### config.mk
export PLATFORM = sky130hd
export DESIGN_NAME = decode_ctrl
export DESIGN_NICKNAME = d
export VERILOG_FILES = /design/src/rtl/decode_ctrl.sv
export SDC_FILE = /design/constraint.sdc
export NUM_CORES = 1
export LEC_CHECK = 0
export ABC_AREA = 1
export CAP_MARGIN = 40
export CORE_ASPECT_RATIO = 1.4
export CORE_MARGIN = 2
export CORE_UTILIZATION = 28
export CTS_CLUSTER_SIZE = 14
export DETAILED_ROUTE_END_ITERATION = 7
export PLACE_DENSITY = 0.65
export RECOVER_POWER = 100
export SYNTH_ARGS = -nofsm -noshare
export SYNTH_HDL_FRONTEND = slang
export SYNTH_SLANG_ARGS = --single-unit
### constraint.sdc
create_clock -name clk -period 2.9 [get_ports clk]
set_input_delay 0.58 -clock clk [delete_from_list [all_inputs] [get_ports clk]]
set_output_delay 0.58 -clock clk [all_outputs]
set_load 0.01 [all_outputs]
### src/rtl/decode_ctrl.sv
// Decode stage controller: one-entry instruction register, instruction decode,
// operand-forward selection, load-use stall and multiply-wait sequencing.
module decode_ctrl #(
    parameter int unsigned FWD_STAGES = 2,
    parameter int unsigned MD_CYCLES  = 4,
    parameter int unsigned SRC_W      = $clog2(FWD_STAGES + 2)
) (
    input  logic                    clk,
    input  logic                    rstn,
    input  logic                    if_valid,
    input  logic [31:0]             if_pc,
    input  logic [31:0]             if_instr,
    output logic                    id_ready,
    input  logic                    ex_ready,
    input  logic [FWD_STAGES-1:0]   fwd_wr_en,
    input  logic [5*FWD_STAGES-1:0] fwd_wr_addr,
    input  logic [FWD_STAGES-1:0]   fwd_is_load,
    output logic                    id_valid,
    output logic [31:0]             id_pc,
    output logic                    reg_rd_en1,
    output logic                    reg_rd_en2,
    output logic                    reg_wr_en,
    output logic [4:0]              reg_wr_addr,
    output logic [3:0]              alu_op,
    output logic [SRC_W-1:0]        alu_src1,
    output logic [SRC_W-1:0]        alu_src2,
    output logic [31:0]             imm,
    output logic                    id_illegal
);

    localparam int unsigned CNT_W = $clog2(MD_CYCLES + 1);
    localparam logic [CNT_W-1:0] CNT_INIT = CNT_W'(MD_CYCLES - 1);

    localparam logic [5:0] OP_SPECIAL  = 6'h00;
    localparam logic [5:0] OP_ADDI     = 6'h08;
    localparam logic [5:0] OP_ADDIU    = 6'h09;
    localparam logic [5:0] OP_ANDI     = 6'h0C;
    localparam logic [5:0] OP_ORI      = 6'h0D;
    localparam logic [5:0] OP_XORI     = 6'h0E;
    localparam logic [5:0] OP_LUI      = 6'h0F;
    localparam logic [5:0] OP_SPECIAL2 = 6'h1C;

    localparam logic [5:0] FN_SLL  = 6'h00;
    localparam logic [5:0] FN_SRL  = 6'h02;
    localparam logic [5:0] FN_SRA  = 6'h03;
    localparam logic [5:0] FN_SLLV = 6'h04;
    localparam logic [5:0] FN_SRLV = 6'h06;
    localparam logic [5:0] FN_SRAV = 6'h07;
    localparam logic [5:0] FN_ADD  = 6'h20;
    localparam logic [5:0] FN_ADDU = 6'h21;
    localparam logic [5:0] FN_SUB  = 6'h22;
    localparam logic [5:0] FN_SUBU = 6'h23;
    localparam logic [5:0] FN_AND  = 6'h24;
    localparam logic [5:0] FN_OR   = 6'h25;
    localparam logic [5:0] FN_XOR  = 6'h26;
    localparam logic [5:0] FN_NOR  = 6'h27;
    localparam logic [5:0] FN_SLT  = 6'h2A;
    localparam logic [5:0] FN_MUL  = 6'h02;

    localparam logic [3:0] ALU_ADDU = 4'd0;
    localparam logic [3:0] ALU_SUB  = 4'd1;
    localparam logic [3:0] ALU_OR   = 4'd2;
    localparam logic [3:0] ALU_AND  = 4'd3;
    localparam logic [3:0] ALU_MUL  = 4'd4;
    localparam logic [3:0] ALU_SLT  = 4'd5;
    localparam logic [3:0] ALU_XOR  = 4'd6;
    localparam logic [3:0] ALU_NOR  = 4'd7;
    localparam logic [3:0] ALU_SLL  = 4'd8;
    localparam logic [3:0] ALU_SRL  = 4'd9;
    localparam logic [3:0] ALU_SRA  = 4'd10;
    localparam logic [3:0] ALU_ADD  = 4'd11;

    typedef enum logic [1:0] {
        RUN      = 2'd0,
        LD_STALL = 2'd1,
        MD_WAIT  = 2'd2
    } state_e;

    state_e           state_q, state_d;
    logic [CNT_W-1:0] cnt_q, cnt_d;
    logic             full_q, full_d;
    logic [31:0]      instr_q, pc_q;

    logic [5:0]  opc, fn;
    logic [4:0]  rs, rt, rd, sh;
    logic [15:0] imm16;
    logic        dec_ill, dec_wr, dec_rd1, dec_rd2, dec_mul;
    logic [4:0]  dec_wa;
    logic [3:0]  dec_op;
    logic [31:0] dec_imm;
    logic        ld_haz, valid_c, xfer, fill;
    logic        fwd_load_unused;

    assign opc   = instr_q[31:26];
    assign rs    = instr_q[25:21];
    assign rt    = instr_q[20:16];
    assign rd    = instr_q[15:11];
    assign sh    = instr_q[10:6];
    assign fn    = instr_q[5:0];
    assign imm16 = instr_q[15:0];

    // Only the EX stage can hold a result that is not yet available.
    assign fwd_load_unused = ^fwd_is_load;

    // Lowest-numbered matching stage wins; $0 and unread sources never forward.
    function automatic logic [SRC_W-1:0] fwd_sel(input logic en, input logic [4:0] addr);
        logic [SRC_W-1:0] sel;
        sel = en ? SRC_W'(1) : SRC_W'(0);
        for (int k = int'(FWD_STAGES) - 1; k >= 0; k--) begin
            if (en && (addr != 5'd0) && fwd_wr_en[k] && (fwd_wr_addr[5*k +: 5] == addr)) begin
                sel = SRC_W'(k + 2);
            end
        end
        return sel;
    endfunction

    // Instruction decode of the held word.
    always_comb begin
        dec_ill = 1'b0;
        dec_wr  = 1'b0;
        dec_wa  = 5'd0;
        dec_op  = ALU_ADDU;
        dec_rd1 = 1'b0;
        dec_rd2 = 1'b0;
        dec_imm = 32'd0;
        dec_mul = 1'b0;
        case (opc)
            OP_SPECIAL: begin
                dec_wr  = 1'b1;
                dec_wa  = rd;
                dec_rd1 = 1'b1;
                dec_rd2 = 1'b1;
                case (fn)
                    FN_SLL:  begin dec_op = ALU_SLL; dec_rd1 = 1'b0; dec_imm = {27'd0, sh}; end
                    FN_SRL:  begin dec_op = ALU_SRL; dec_rd1 = 1'b0; dec_imm = {27'd0, sh}; end
                    FN_SRA:  begin dec_op = ALU_SRA; dec_rd1 = 1'b0; dec_imm = {27'd0, sh}; end
                    FN_SLLV: dec_op = ALU_SLL;
                    FN_SRLV: dec_op = ALU_SRL;
                    FN_SRAV: dec_op = ALU_SRA;
                    FN_ADD:  dec_op = ALU_ADD;
                    FN_ADDU: dec_op = ALU_ADDU;
                    FN_SUB, FN_SUBU: dec_op = ALU_SUB;
                    FN_AND:  dec_op = ALU_AND;
                    FN_OR:   dec_op = ALU_OR;
                    FN_XOR:  dec_op = ALU_XOR;
                    FN_NOR:  dec_op = ALU_NOR;
                    FN_SLT:  dec_op = ALU_SLT;
                    default: dec_ill = 1'b1;
                endcase
            end
            OP_SPECIAL2: begin
                dec_wr  = 1'b1;
                dec_wa  = rd;
                dec_rd1 = 1'b1;
                dec_rd2 = 1'b1;
                dec_op  = ALU_MUL;
                dec_mul = 1'b1;
                if (fn != FN_MUL) dec_ill = 1'b1;
            end
            OP_ADDI, OP_ADDIU: begin
                dec_wr  = 1'b1;
                dec_wa  = rt;
                dec_rd1 = 1'b1;
                dec_op  = (opc == OP_ADDI) ? ALU_ADD : ALU_ADDU;
                dec_imm = {{16{imm16[15]}}, imm16};
            end
            OP_ANDI, OP_ORI, OP_XORI: begin
                dec_wr  = 1'b1;
                dec_wa  = rt;
                dec_rd1 = 1'b1;
                dec_op  = (opc == OP_ANDI) ? ALU_AND : ((opc == OP_ORI) ? ALU_OR : ALU_XOR);
                dec_imm = {16'd0, imm16};
            end
            OP_LUI: begin
                // rs is architecturally $0, so OR with it yields the upper immediate.
                dec_wr  = 1'b1;
                dec_wa  = rt;
                dec_rd1 = 1'b1;
                dec_op  = ALU_OR;
                dec_imm = {imm16, 16'd0};
            end
            default: dec_ill = 1'b1;
        endcase
        if (dec_ill) begin
            dec_wr  = 1'b0;
            dec_wa  = 5'd0;
            dec_op  = ALU_ADDU;
            dec_rd1 = 1'b0;
            dec_rd2 = 1'b0;
            dec_imm = 32'd0;
            dec_mul = 1'b0;
        end
    end

    assign ld_haz = full_q && fwd_is_load[0] && fwd_wr_en[0] && (fwd_wr_addr[4:0] != 5'd0)
                  && ((dec_rd1 && (rs == fwd_wr_addr[4:0])) || (dec_rd2 && (rt == fwd_wr_addr[4:0])));
    // The hazard cycle itself is the bubble; LD_STALL presents once the load has reached MEM.
    assign valid_c  = full_q && (state_q != MD_WAIT) && !ld_haz;
    assign xfer     = valid_c && ex_ready;
    assign id_ready = rstn && (!full_q || xfer);
    assign fill     = if_valid && id_ready;
    assign id_valid = valid_c;
    assign full_d   = fill ? 1'b1 : (xfer ? 1'b0 : full_q);

    // Next-state logic for stall sequencing.
    always_comb begin
        state_d = state_q;
        cnt_d   = cnt_q;
        case (state_q)
            RUN: begin
                if (ld_haz) begin
                    state_d = LD_STALL;
                end else if (xfer && dec_mul) begin
                    state_d = MD_WAIT;
                    cnt_d   = CNT_INIT;
                end
            end
            LD_STALL: begin
                if (xfer && dec_mul) begin
                    state_d = MD_WAIT;
                    cnt_d   = CNT_INIT;
                end else begin
                    state_d = RUN;
                end
            end
            MD_WAIT: begin
                if (cnt_q != CNT_W'(0)) cnt_d = cnt_q - CNT_W'(1);
                if (cnt_q <= CNT_W'(1)) state_d = RUN;
            end
            default: state_d = RUN;
        endcase
    end

    always_ff @(posedge clk or negedge rstn) begin
        if (!rstn) begin
            state_q <= RUN;
            cnt_q   <= '0;
            full_q  <= 1'b0;
            instr_q <= 32'd0;
            pc_q    <= 32'd0;
        end else begin
            state_q <= state_d;
            cnt_q   <= cnt_d;
            full_q  <= full_d;
            if (fill) begin
                instr_q <= if_instr;
                pc_q    <= if_pc;
            end
        end
    end

    // Control outputs are quiet whenever nothing is held.
    always_comb begin
        id_pc       = 32'd0;
        reg_rd_en1  = 1'b0;
        reg_rd_en2  = 1'b0;
        reg_wr_en   = 1'b0;
        reg_wr_addr = 5'd0;
        alu_op      = 4'd0;
        alu_src1    = '0;
        alu_src2    = '0;
        imm         = 32'd0;
        id_illegal  = 1'b0;
        if (full_q) begin
            id_pc       = pc_q;
            reg_rd_en1  = dec_rd1;
            reg_rd_en2  = dec_rd2;
            reg_wr_en   = dec_wr;
            reg_wr_addr = dec_wa;
            alu_op      = dec_op;
            alu_src1    = fwd_sel(dec_rd1, rs);
            alu_src2    = fwd_sel(dec_rd2, rt);
            imm         = dec_imm;
            id_illegal  = dec_ill;
        end
    end

endmodule

==> metrics.cfg <==
[synthesis]
synth_top_family_by_area=simple AND/OR/NAND/NOR gates
yosysSeqAreaShare_pct=39.95
synth.ff_latch_count=70
synth_fa_ha_area_share_pct=0.8562
synth_fp_nets=703
syn_inst=618
yosys_warnings=0
avgSynthCellArea_um2=7.094
synth_edf_count=0
synthSimpleGateAreaFrac_pct=38.07
yosysUniqueCellTypes=37
synth-compound-area-share_pct=7.534
postSynth.asyncResetShare_pct=100.0
synth_ff_type=dfrtp_1
syn-cell-area_um2=4384
synthMuxAreaShare_pct=0
synth_xor_area_share_pct=2.397

[worst_hold_path]
whs_path_depth=1
hold_path_class=reg -> reg

[job]
maxCapViolCount=1

[timing]
min_period_over_period_pct=97.35
setup_viol=0
rsz0062_at_grt=true
finalSetupTns_ns=0
slew_headroom_pct=-15.09
hold_slack_ns=0.4305
timing_hold_violations_final=0
slew_violations=33
worst_slew_pin_slew_ns=1.726
finClkSkew_ns=0.008677
max_freq_ghz=0.3542
period_minus_slack_ns=2.823

[place]
gp_congestion=0.9124
dp.cells=992
dp_hpwl_um=11290
io_buffers=163

[power_and_ir_drop]
power.total_mw=6.089
p_per_area_nw_per_um2=877.8
p_leak_nw=3.830
ir_drop_v=0.0003884

[floorplanning]
die_h_um=152.1
row_count=54
die_w_um=109.8
coreArea_um2=15470
start_util_pct=28.34
ios=165
die-area_um2=16690

[drt]
vias_per_cell=4.831
via_count=4889
dr.pass1.iters=4
postRouteAntennaNets=0
drc=0
routed_wl_um=15070
drt_iter0_drc=249
routedWlPerCell_um=14.89

[worst_setup_path]
crit_arrival_ns=2.24
cp-end-kind=primary output
critPathLaunchType=flip-flop
crit_fanout=10
worstPathRequired_ns=2.32
path_class=reg -> out
rr_worst_depth=14

[grt]
grt_pass1_vias=4771
gr-total-overflow=0
antenna_found_initial=1
grt_start_max_net_pins=66
grt_usage_pct=18.25
grt_pass1_wl_um=24030

[cts]
cts_tree=yes
cts_sinks=70
cts_buffers=9
clk_path_buf_depth=2
path_clk_slew_ns=0.06
cts_root_buffer=clkbuf_16
clk_latency_ns=0.33
htree_levels=3

[finish]
fillCellCount=1571
synthToLayoutAreaGrowth_pct=58.22
n_antenna_cell=0
instances_no_fill=1012
drive_gt1_share_pct=15.69
fin_nets=896
fin_util_pct=44.83

[run_status]
failed_checks=capacitance limit, slew limit
status=complete, but fails checks

-- path summary, 6_finish.rpt --
path	from	endpoint	slack, ns
max in group asynchronous	rstn	instr_q[4]	0.84
worst min register to register	state_q[0]	state_q[0]	0.43
worst min-delay path	state_q[0]	state_q[0]	0.43
worst max register to register	instr_q[27]	instr_q[0]	0.44
worst max-delay path	instr_q[27]	imm[24]	0.08
min in group asynchronous	rstn	pc_q[5]	0.70
-- metal layers --
metal	vias to the layer above	GRT usage, %	routed length, um
met5	-	0	16
met4	2	6.269	323
met3	26	4.719	888
met2	156	32.69	7992
met1	2274	20.45	5848
li1	2431	-	-
-- sequential cells by signal, summed over array words and instances (netlist names) --
signal   flops
state_q      2
pc_q        32
full_q       1
instr_q     32
cnt_q        3
-- per-stage QoR --
step           cell area [um2]  setup slack [ns]
2_1_floorplan             4384            0.2641
5_1_grt                   6937          -0.02955
4_1_cts                   6834           -0.1261
3_5_place_dp              6481           -0.3100
3_3_place_gp              6461           -0.2591
6_report                  6937           0.07679
-- timing repair --
item                                   in CTS  in global routing
pin swaps                                   2                  4
cloned                                      0                  0
endpoints found under the hold margin       0                  0
setup buffers                               2                  2
resized for setup                          65                 60
setup endpoints to repair                  48                 38
hold buffers                                0                  0
-- critical path, cell delays in order, from the launching register on --
cell and delay (ns):
dfrtp_1 0.41, buf_4 0.17, inv_2 0.11, o211ai_2 0.10
buf_4 0.19, a21oi_4 0.17, nand2_4 0.12, o21ai_0 0.10
clkdlybuf4s50_1 0.56
-- where the power goes --
part           internal [mW]  total (mW)  switching [mW]
sequential              1.42        1.80           0.372
combinational           1.43        3.20            1.77
clock                  0.668        1.09           0.422
total                   3.52        6.09            2.57
-- synthesized netlist by cell type (5+ instances only) --
cell / count / area share (%)
nand2_1: 210 / 18
a21oi_1: 12 / 1.4
dfrtp_1: 70 / 40
o22ai_1: 7 / 1.0
buf_4: 6 / 1.0
clkbuf_1: 16 / 1.4
xnor2_1: 10 / 2.0
nand3_1: 19 / 2.2
nand4_1: 76 / 11
buf_1: 6 / 0.51
inv_1: 73 / 6.2
nor2_1: 45 / 3.9
nor3_1: 5 / 0.57
buf_6: 6 / 1.5
o21ai_0: 13 / 1.5
-- kinds of logic after synthesis --
group,Yosys count
AO/OA/AOI/OAI,51
flip-flops,70
adder cells (fa/ha/maj),3
AND/OR/NAND/NOR,370
buffers and inverters,112
XOR/XNOR,12
-- placed cells by master, fill, tap and decap left out, types with 2 or more instances in the layout --
cell type / synthesis / final
nand3_1: 19 / 19
inv_1: 73 / 70
o32ai_1: 4 / 4
clkbuf_16: 0 / 9
a21boi_2: 0 / 2
clkdlybuf4s15_1: 0 / 3
buf_2: 2 / 5
nand2_2: 4 / 10
nand4_1: 76 / 76
xnor2_1: 10 / 10
buf_4: 6 / 47
dlygate4sd2_1: 0 / 16
buf_12: 0 / 4
nor2_1: 45 / 35
clkbuf_1: 16 / 3
xor2_1: 2 / 2
nand2_1: 210 / 203
a221oi_1: 3 / 2
o22ai_1: 7 / 7
clkdlybuf4s50_1: 0 / 112
nor2_4: 1 / 8
o2111ai_1: 2 / 2
nor2_2: 4 / 7
o31ai_1: 3 / 2
ha_1: 3 / 3
clkinv_4: 0 / 2
nor3_4: 0 / 2
nand3_2: 3 / 3
inv_2: 2 / 4
dlymetal6s2s_1: 0 / 20
nor3_1: 5 / 3
o21ai_0: 13 / 12
dfrtp_1: 70 / 69
a21oi_1: 12 / 10
clkbuf_2: 0 / 6
clkinv_2: 0 / 3
-- cell type report --
class                           count  area (um2)  share of cell area [%]
Clock buffer                        9       225.2                   3.247
Clock inverter                      7       73.82                   1.064
Inverter                           76       289.0                   4.167
Multi-Input combinational cell    436        2288                   32.99
Sequential cell                    70        1753                   25.27
Tap cell                          196       245.2                   3.535
Timing Repair Buffer              218        2062                   29.73
Note: power is estimated with default switching activity, not from simulation.
